<file path="config.mk">
export PLATFORM = sky130hd
export DESIGN_NAME = vga_timing_gen
export DESIGN_NICKNAME = d
export VERILOG_FILES = /design/src/rtl/vga_timing_gen.sv
export SDC_FILE = /design/constraint.sdc
export NUM_CORES = 1
export LEC_CHECK = 0
export BUFFER_PORTS_ARGS = -buffer_cell sky130_fd_sc_hd__buf_2
export CORE_UTILIZATION = 25
export DETAILED_ROUTE_END_ITERATION = 16
export SYNTH_ARGS = -nofsm -noshare
export SYNTH_HDL_FRONTEND = slang
export SYNTH_SLANG_ARGS = --single-unit
export TNS_END_PERCENT = 50
</file>
<file path="constraint.sdc">
create_clock -name clk_25 -period 2 [get_ports clk_25]
set_input_delay 0.2 -clock clk_25 [delete_from_list [all_inputs] [get_ports clk_25]]
set_output_delay 0.2 -clock clk_25 [all_outputs]
set_load 0.01 [all_outputs]
</file>
<file path="src/rtl/vga_timing_gen.sv">
// VGA raster timing generator: free-running pixel/line counters, zero-latency
// timing decode for the renderer, and a delay-matched output stage that drives
// the sync and RGB pins with forced blanking.
module vga_timing_gen #(
    parameter int H_ACTIVE = 640,
    parameter int H_FP     = 16,
    parameter int H_SYNC   = 96,
    parameter int H_BP     = 48,
    parameter int V_ACTIVE = 480,
    parameter int V_FP     = 10,
    parameter int V_SYNC   = 2,
    parameter int V_BP     = 33,
    parameter int SYNC_POL = 0,
    parameter int PIPE_DLY = 1
) (
    input  logic       clk_25,
    input  logic       rst,
    input  logic [3:0] rgb_r_in,
    input  logic [3:0] rgb_g_in,
    input  logic [3:0] rgb_b_in,
    output logic [9:0] sx,
    output logic [9:0] sy,
    output logic       active_pixel,
    output logic       line_start,
    output logic       frame_end,
    output logic       vga_hs,
    output logic       vga_vs,
    output logic [3:0] vga_r,
    output logic [3:0] vga_g,
    output logic [3:0] vga_b
);

    // Totals must stay <= 1024 so the 10-bit counters can hold them.
    localparam int H_TOTAL = H_ACTIVE + H_FP + H_SYNC + H_BP;
    localparam int V_TOTAL = V_ACTIVE + V_FP + V_SYNC + V_BP;

    localparam logic [9:0] H_LAST = 10'(H_TOTAL - 1);
    localparam logic [9:0] V_LAST = 10'(V_TOTAL - 1);
    localparam logic [9:0] H_ACT  = 10'(H_ACTIVE);
    localparam logic [9:0] V_ACT  = 10'(V_ACTIVE);
    localparam logic [9:0] HS_BEG = 10'(H_ACTIVE + H_FP);
    localparam logic [9:0] HS_END = 10'(H_ACTIVE + H_FP + H_SYNC - 1);
    localparam logic [9:0] VS_BEG = 10'(V_ACTIVE + V_FP);
    localparam logic [9:0] VS_END = 10'(V_ACTIVE + V_FP + V_SYNC - 1);

    // Pin level that means "sync pulse asserted".
    localparam logic SYNC_ON = (SYNC_POL != 0);

    logic       hs_raw;
    logic       vs_raw;
    logic [2:0] tim_p0;   // {hs, vs, active} in counter time
    logic [2:0] tim_dly;  // same bits, aligned with rgb_*_in
    logic       hs_d;
    logic       vs_d;
    logic       act_d;

    // Blanking: RGB is only passed through during the visible area.
    function automatic logic [3:0] blank_rgb(input logic act, input logic [3:0] c);
        return act ? c : 4'd0;
    endfunction

    // Pixel and line counters; sy advances on the cycle sx wraps.
    always_ff @(posedge clk_25) begin
        if (rst) begin
            sx <= '0;
            sy <= '0;
        end else if (sx == H_LAST) begin
            sx <= '0;
            sy <= (sy == V_LAST) ? 10'd0 : sy + 10'd1;
        end else begin
            sx <= sx + 10'd1;
        end
    end

    // Zero-latency timing decode straight from the counters.
    always_comb begin
        hs_raw       = (sx >= HS_BEG) && (sx <= HS_END);
        vs_raw       = (sy >= VS_BEG) && (sy <= VS_END);
        active_pixel = (sx < H_ACT) && (sy < V_ACT);
        line_start   = (sx == 10'd0);
        frame_end    = (sx == 10'd0) && (sy == V_LAST);
        tim_p0       = {hs_raw, vs_raw, active_pixel};
    end

    // Delay line matching the renderer latency; zero depth is a plain wire.
    generate
        if (PIPE_DLY == 0) begin : g_bypass
            assign tim_dly = tim_p0;
        end else begin : g_pipe
            logic [2:0] tim_p1 [PIPE_DLY];

            // Shift timing bits; reset leaves every stage blank with sync idle.
            always_ff @(posedge clk_25) begin
                if (rst) begin
                    for (int i = 0; i < PIPE_DLY; i++) tim_p1[i] <= 3'b000;
                end else begin
                    tim_p1[0] <= tim_p0;
                    for (int i = 1; i < PIPE_DLY; i++) tim_p1[i] <= tim_p1[i-1];
                end
            end

            assign tim_dly = tim_p1[PIPE_DLY-1];
        end
    endgenerate

    assign hs_d  = tim_dly[2];
    assign vs_d  = tim_dly[1];
    assign act_d = tim_dly[0];

    // Output register: polarity-corrected sync and blanked RGB onto the pins.
    always_ff @(posedge clk_25) begin
        if (rst) begin
            vga_hs <= ~SYNC_ON;
            vga_vs <= ~SYNC_ON;
            vga_r  <= 4'd0;
            vga_g  <= 4'd0;
            vga_b  <= 4'd0;
        end else begin
            vga_hs <= hs_d ? SYNC_ON : ~SYNC_ON;
            vga_vs <= vs_d ? SYNC_ON : ~SYNC_ON;
            vga_r  <= blank_rgb(act_d, rgb_r_in);
            vga_g  <= blank_rgb(act_d, rgb_g_in);
            vga_b  <= blank_rgb(act_d, rgb_b_in);
        end
    end

endmodule

</file>
# ---- Word-level counts from Yosys, hierarchy flattened
# Memories as Yosys holds them, arrays and structs flattened.
# Cells that the tools add are included.
dict set report word_totals {
  reg_bits 34
  latchBits 0
  mem_bits_rw 3
  mem_bits_ro 0
  input_bits 14
  out_inout_bits 37
  elab_cells 35
  n_memories 1
}
# name depth word_bits rd rd_clocked_by_memory_dff wr line
set mem_list {}
lappend mem_list {g_pipe.tim_p1 1 3 1 0 1 90} ;# logic [2:0] tim_p1 [PIPE_DLY];
dict set report op_classes {
  n_addsub 2
  n_mul 0
  div 0
  magnitude_cmp 6
  n_eq_ne 2
  shift 0
  muxes 8
  bitwise_logic 1
  reduce_logical 8
}
# op count
set ops {}
lappend ops {{10-bit by 1-bit adder with 10-bit output (second input constant)} 2}
lappend ops {{10-bit equality test (second input constant)} 2}
lappend ops {{10-bit >= comparator (second input constant)} 1}
lappend ops {{10-bit by 9-bit >= comparator with 1-bit output (second input constant)} 1}
lappend ops {{10-bit <= comparator (second input constant)} 1}
lappend ops {{10-bit by 9-bit <= comparator with 1-bit output (second input constant)} 1}
lappend ops {{10-bit logical NOT} 1}
lappend ops {{10-bit < comparator (second input constant)} 1}
lappend ops {{10-bit by 9-bit < comparator with 1-bit output (second input constant)} 1}
lappend ops {{10-bit two-way mux} 1}
lappend ops {{1-bit two-way mux} 6}
lappend ops {{1-bit logical AND} 4}
lappend ops {{2-bit OR reduction} 2}
lappend ops {{3-bit two-way mux} 1}
lappend ops {{3-bit OR reduction} 1}
lappend ops {{1-bit NOT} 1}

# ---- Depth between registers and ports, before layout
dict set report logic_depth {
  word_depth 3
  ltp_mapped 6
  mapped_depth_nobuf 6
}

# ---- Worst setup path after synthesis
# No wires, ideal clock.
dict set report synth_timing {
  kind {reg-to-reg}
  startpoint {reg sx[0]}
  endpoint {reg sy[8]}
  setup_time_ns 0.066
  arrival_ns 1.722
  t_required_ns 1.934
  slack_ns 0.211
  stages_incl_launch_ff 7
  n_path_buf 1
  path_cell_list {dfxtp_1 -> ha_1 -> and4_1 -> buf_6 -> nand4_4 -> or4_4 -> a21oi_2}
}
dict set report synth_via {
  elab_chain_cells 1
}
# element line
set synth_rtl {}
lappend synth_rtl {{start, declared} 21} ;# output logic [9:0] sx,
lappend synth_rtl {{start signal, assigned} 71} ;# sx <= sx + 10'd1;
lappend synth_rtl {{10-bit equality test} 67} ;# end else if (sx == H_LAST) begin
lappend synth_rtl {{end signal, assigned} 69} ;# sy <= (sy == V_LAST) ? 10'd0 : sy + 10'd1;
lappend synth_rtl {{end, declared} 22} ;# output logic [9:0] sy,
# Every way passes these cells.
# A chain may end at the register's enable or synchronous reset.

# ---- Worst setup path after layout
dict set report layout_timing {
  startpoint {reg sy[0]}
  endpoint {out frame_end}
}
dict set report layout_via {
  elab_chain_cells 2
}
# element line
set layout_rtl {}
lappend layout_rtl {{10-bit equality test} 81} ;# frame_end = (sx == 10'd0) && (sy == V_LAST);
lappend layout_rtl {{1-bit logical AND} 81}
lappend layout_rtl {{end, declared} 25} ;# output logic frame_end,
# Every way passes these cells.

==> results <==
- The run finished with clean final reports.
- Once layout is complete, the utilization of the core stands at 34.4%.
- The critical path endpoint category is an output pin.
- The area growth from synthesis to layout is 31.7%.
- The number of port buffers is 50.
- Max-cap violations in this run came to 0.
- The vias per cell is around 4.5.
- The fraction of the mapped netlist area in compound gates is 5.44%.
- The gate count of the mapped netlist is 166.
- The number of global-route vias before repair is around 1.2k.
- The final antenna diode count is 0.
- The global-route wire length before repair is about 5.7 mm.
- In this run the most critical hold path is launched from rgb_b_in[0].
- The synthesized area per cell is ~9.4 um2.
- At the end of the flow, the number of nets in the layout was between 200 and 250.
- Of the total synthesized cell area, the portion taken by AND, OR, NAND and NOR gates is 32.3%.
- The buffer depth of the longest clock path is 2.
- The number of stages on the worst hold path is 2.
- The final period demand of the worst path is 1940 ps.
- The depth of the worst register-to-register path is 5.
- Across the VDD grid, the largest voltage drop is slightly below 0.3 mV.
- Global routing used 11.2% of the available tracks across all layers.
- The final-report setup violation count is 0.
- The worst hold path terminates at vga_b[0]$_SDFF_PP0_.
- The worst setup path is launched from a flop.
- Measured against the total synthesized area, the mux share comes to 0%.
- Buffers inserted to repair hold after CTS numbered 0.
- The detailed router placed 1,359 vias in this run.
- The count of state elements after synthesis is 37.
- The first routing iteration left between 40 and 50 violations.
- The peak clock frequency supported by timing is approximately 520 MHz.
- For flop-to-flop paths, the worst setup slack is approximately 170 ps.
- The filler cells instantiated in the layout total around 630.
- The netlist area before placement is roughly 1600 um2.
- In this run the tightest slew margin relative to its limit is 58.1%.
- The aggregate negative setup slack is 0 ps.
- The synthesis warning total is 0.
- In this run the remaining antenna-violating nets after routing total 0.
- The classification of the worst setup path is flop to output pin.
- Sequential cells were found to cover 47.3% of the synthesized design area.
- The die width is 81.1 um.
- The synthesized netlist contains 36 unique library cells.
- The end of the worst register-to-register path is sy[8]$_SDFFE_PP0N_.
- The main combinational cell family by area after synthesis is simple AND/OR/NAND/NOR gates.
- The xor and xnor fraction of the mapped netlist area is roughly 6.7%.
- After detailed routing, the average wire length per cell comes to ~12 um.
- Along the worst path, the maximum fanout reaches 6.
- The count of pins over their slew limit is 0.
- Cells with a size suffix above 1 make up between 30 and 40% of the layout.
- CTS saw 37 sinks.
- The library cell used most frequently in the layout, excluding fill and tap cells, is buf_2.
- The worst-case setup slack after placement is 132 ps.
- Once the floorplan was initialized, standard cells occupied a little over a quarter of the core.
- The number of placement rows is 28.
- Dividing total power by cell area gives a power density of approximately 800 nW/um2.
- The CTS clock-pin slew for the worst setup and hold paths is 80 ps.
- Data arrives at the worst endpoint at between 1500 and 2000 ps.
- The first TritonRoute pass finished after 4 iterations.
- At the worst endpoint, the required time is between 1500 and 2000 ps.
- The clock arrives with 9.60 ps of skew.
- The worst hold-check path type is input pin to flop.
- The static power due to leakage is 0.885 nW.
- Synthesis produced a netlist with a net count of about 190.
- The clock tree from TritonCTS is yes.
- The pin count of the biggest net entering global routing is 14.
- Setup repair after global routing could not meet its margin everywhere.
- The placed wire-length estimate after detailed placement is ~2.5 mm.
- For the pin with the worst max-slew slack, the measured transition is 627 ps.
- The critical register-to-register path startpoint is sx[0]$_SDFF_PP0_.
- a little over 50 I/O pins were placed.
- The area of the die is roughly 6600 um2.
- The final count of hold timing violations is 0.
- In the layout the commonest cells are buf_2 (50), dfxtp_1 (33), nor2_1 (20).
- The total CTS buffers is 5.
- The tree is rooted in a clkbuf_8.
- The total length of routed wires is ~3.5 mm.
- The area share of fa/ha/maj cells after synthesis is 4.00%.
- The later-pin clock latency in the skew report is between 200 and 300 ps.
- The floorplan step set the die height to between 80 and 90 um.
- Routability-driven placement finished with a final weighted congestion of 0.745.
- After detailed routing, the number of remaining DRC violations is 0.
- The total congestion overflow after global routing is 0.
- The initial antenna violation count was 0.
- The number of H-tree levels is 2.
- The standard cell core area is 5990 um2.
- The ratio of final minimum period to clock period is a little over nine tenths.
- Setup slack closes at about 64 ps.
## cells by family (layout without fill, tap and decap cells)
group	Yosys count	after routing
flip-flops	37	37
AO/OA/AOI/OAI	13	13
buffers and inverters	12	70
adder cells (fa/ha/maj)	5	5
AND/OR/NAND/NOR	87	87
XOR/XNOR	12	12
## stage by stage
| stage | power (mW) | std cells | instance area [um2] | hold WS, ps |
|---|---|---|---|---|
| after floorplan | 0.822 | 166 | 1570 | 322 |
| after global placement | 0.859 | 289 | 1900 | 364 |
| after detailed placement | 0.860 | 289 | 1900 | 365 |
| after CTS | 1.63 | 299 | 2060 | 91.7 |
| after global routing | 1.68 | 299 | 2060 | 96.9 |
| final | 1.61 | 299 | 2060 | 104 |
## synth_stat cells
library cell,count,share of area (%)
a21oi_1,6,1.9
a21oi_2,1,0.56
and2_1,12,4.8
and3b_2,1,0.64
and4_1,2,1.1
buf_4,1,0.48
buf_6,2,1.4
clkbuf_1,2,0.48
clkbuf_2,2,0.64
dfxtp_1,37,47
ha_1,5,4.0
inv_1,5,1.2
nand2_1,9,2.2
nand2b_1,3,1.2
nand3_1,8,2.6
nand3b_1,1,0.48
nand4_1,8,3.2
nand4_4,1,1.4
nand4bb_1,1,0.72
nor2_1,20,4.8
nor2_2,1,0.40
nor2b_1,1,0.40
nor3_1,5,1.6
nor3b_1,1,0.48
nor4_1,2,0.80
nor4b_1,2,1.1
o21ai_0,4,1.3
o21bai_4,1,1.2
o31ai_1,1,0.48
or2_2,1,0.40
or3_1,3,1.2
or3_2,2,0.96
or4_1,1,0.48
or4_4,2,1.4
xnor2_1,6,3.4
xor2_1,6,3.4
## cell type report
type                    count  area (um2)  area share (%)
clock inverters             3        65.1            3.16
repair buffers             57         303            14.7
well taps                  75        93.8            4.55
multi-input cells         117         764            37.1
flip-flops and latches     37         748            36.3
inverters                   5        18.8           0.910
clock buffers               5        68.8            3.34
## power breakdown
part,switching [mW],internal (mW)
clock,0.271,0.496
combinational,0.0431,0.0398
sequential,0.00752,0.750
total,0.321,1.29
## critical path, cell delays in order, from the launching register on
cell	delay, ps
dfxtp_2	360
inv_2	80
ha_1	140
nand4_1	90
or4_4	530
nor3_2	120
buf_2	150
## routing by layer
metal,up-vias,global-route usage (%),share of wire [%]
li1,682,-,-
met1,627,14.8,46
met2,45,17.3,45
met3,5,3.48,7.3
met4,0,3.75,1.1
met5,-,0,0
## worst max path at each step
stage | cells past startpoint | start | slack (ps) | endpoint
6_report | 6 | sy[0]$_SDFFE_PP0N_ | 60 | frame_end
5_1_grt | 6 | sy[0]$_SDFFE_PP0N_ | -20 | frame_end
4_1_cts | 4 | sy[6]$_SDFFE_PP0N_ | 20 | frame_end
3_5_place_dp | 5 | sx[0]$_SDFF_PP0_ | 130 | sy[8]$_SDFFE_PP0N_
3_3_place_gp | 5 | sx[0]$_SDFF_PP0_ | 160 | sy[8]$_SDFFE_PP0N_
2_1_floorplan | 6 | sx[0]$_SDFF_PP0_ | 210 | sy[8]$_SDFFE_PP0N_
## state kept, by name, summed over array words and instances (netlist names)
name	count
vga_vs	1
vga_b	4
sx	10
vga_hs	1
sy	10
g_pipe.tim_p1	3
vga_g	4
vga_r	4
## what timing repair did
item / CTS / global route
endpoints found under the hold margin: 0 / 0
pin swaps: 1 / 1
endpoints found under the setup margin: 1 / 4
gates resized for setup: 5 / 3
setup buffers: 2 / 0
(Power assumes the default switching activity.)
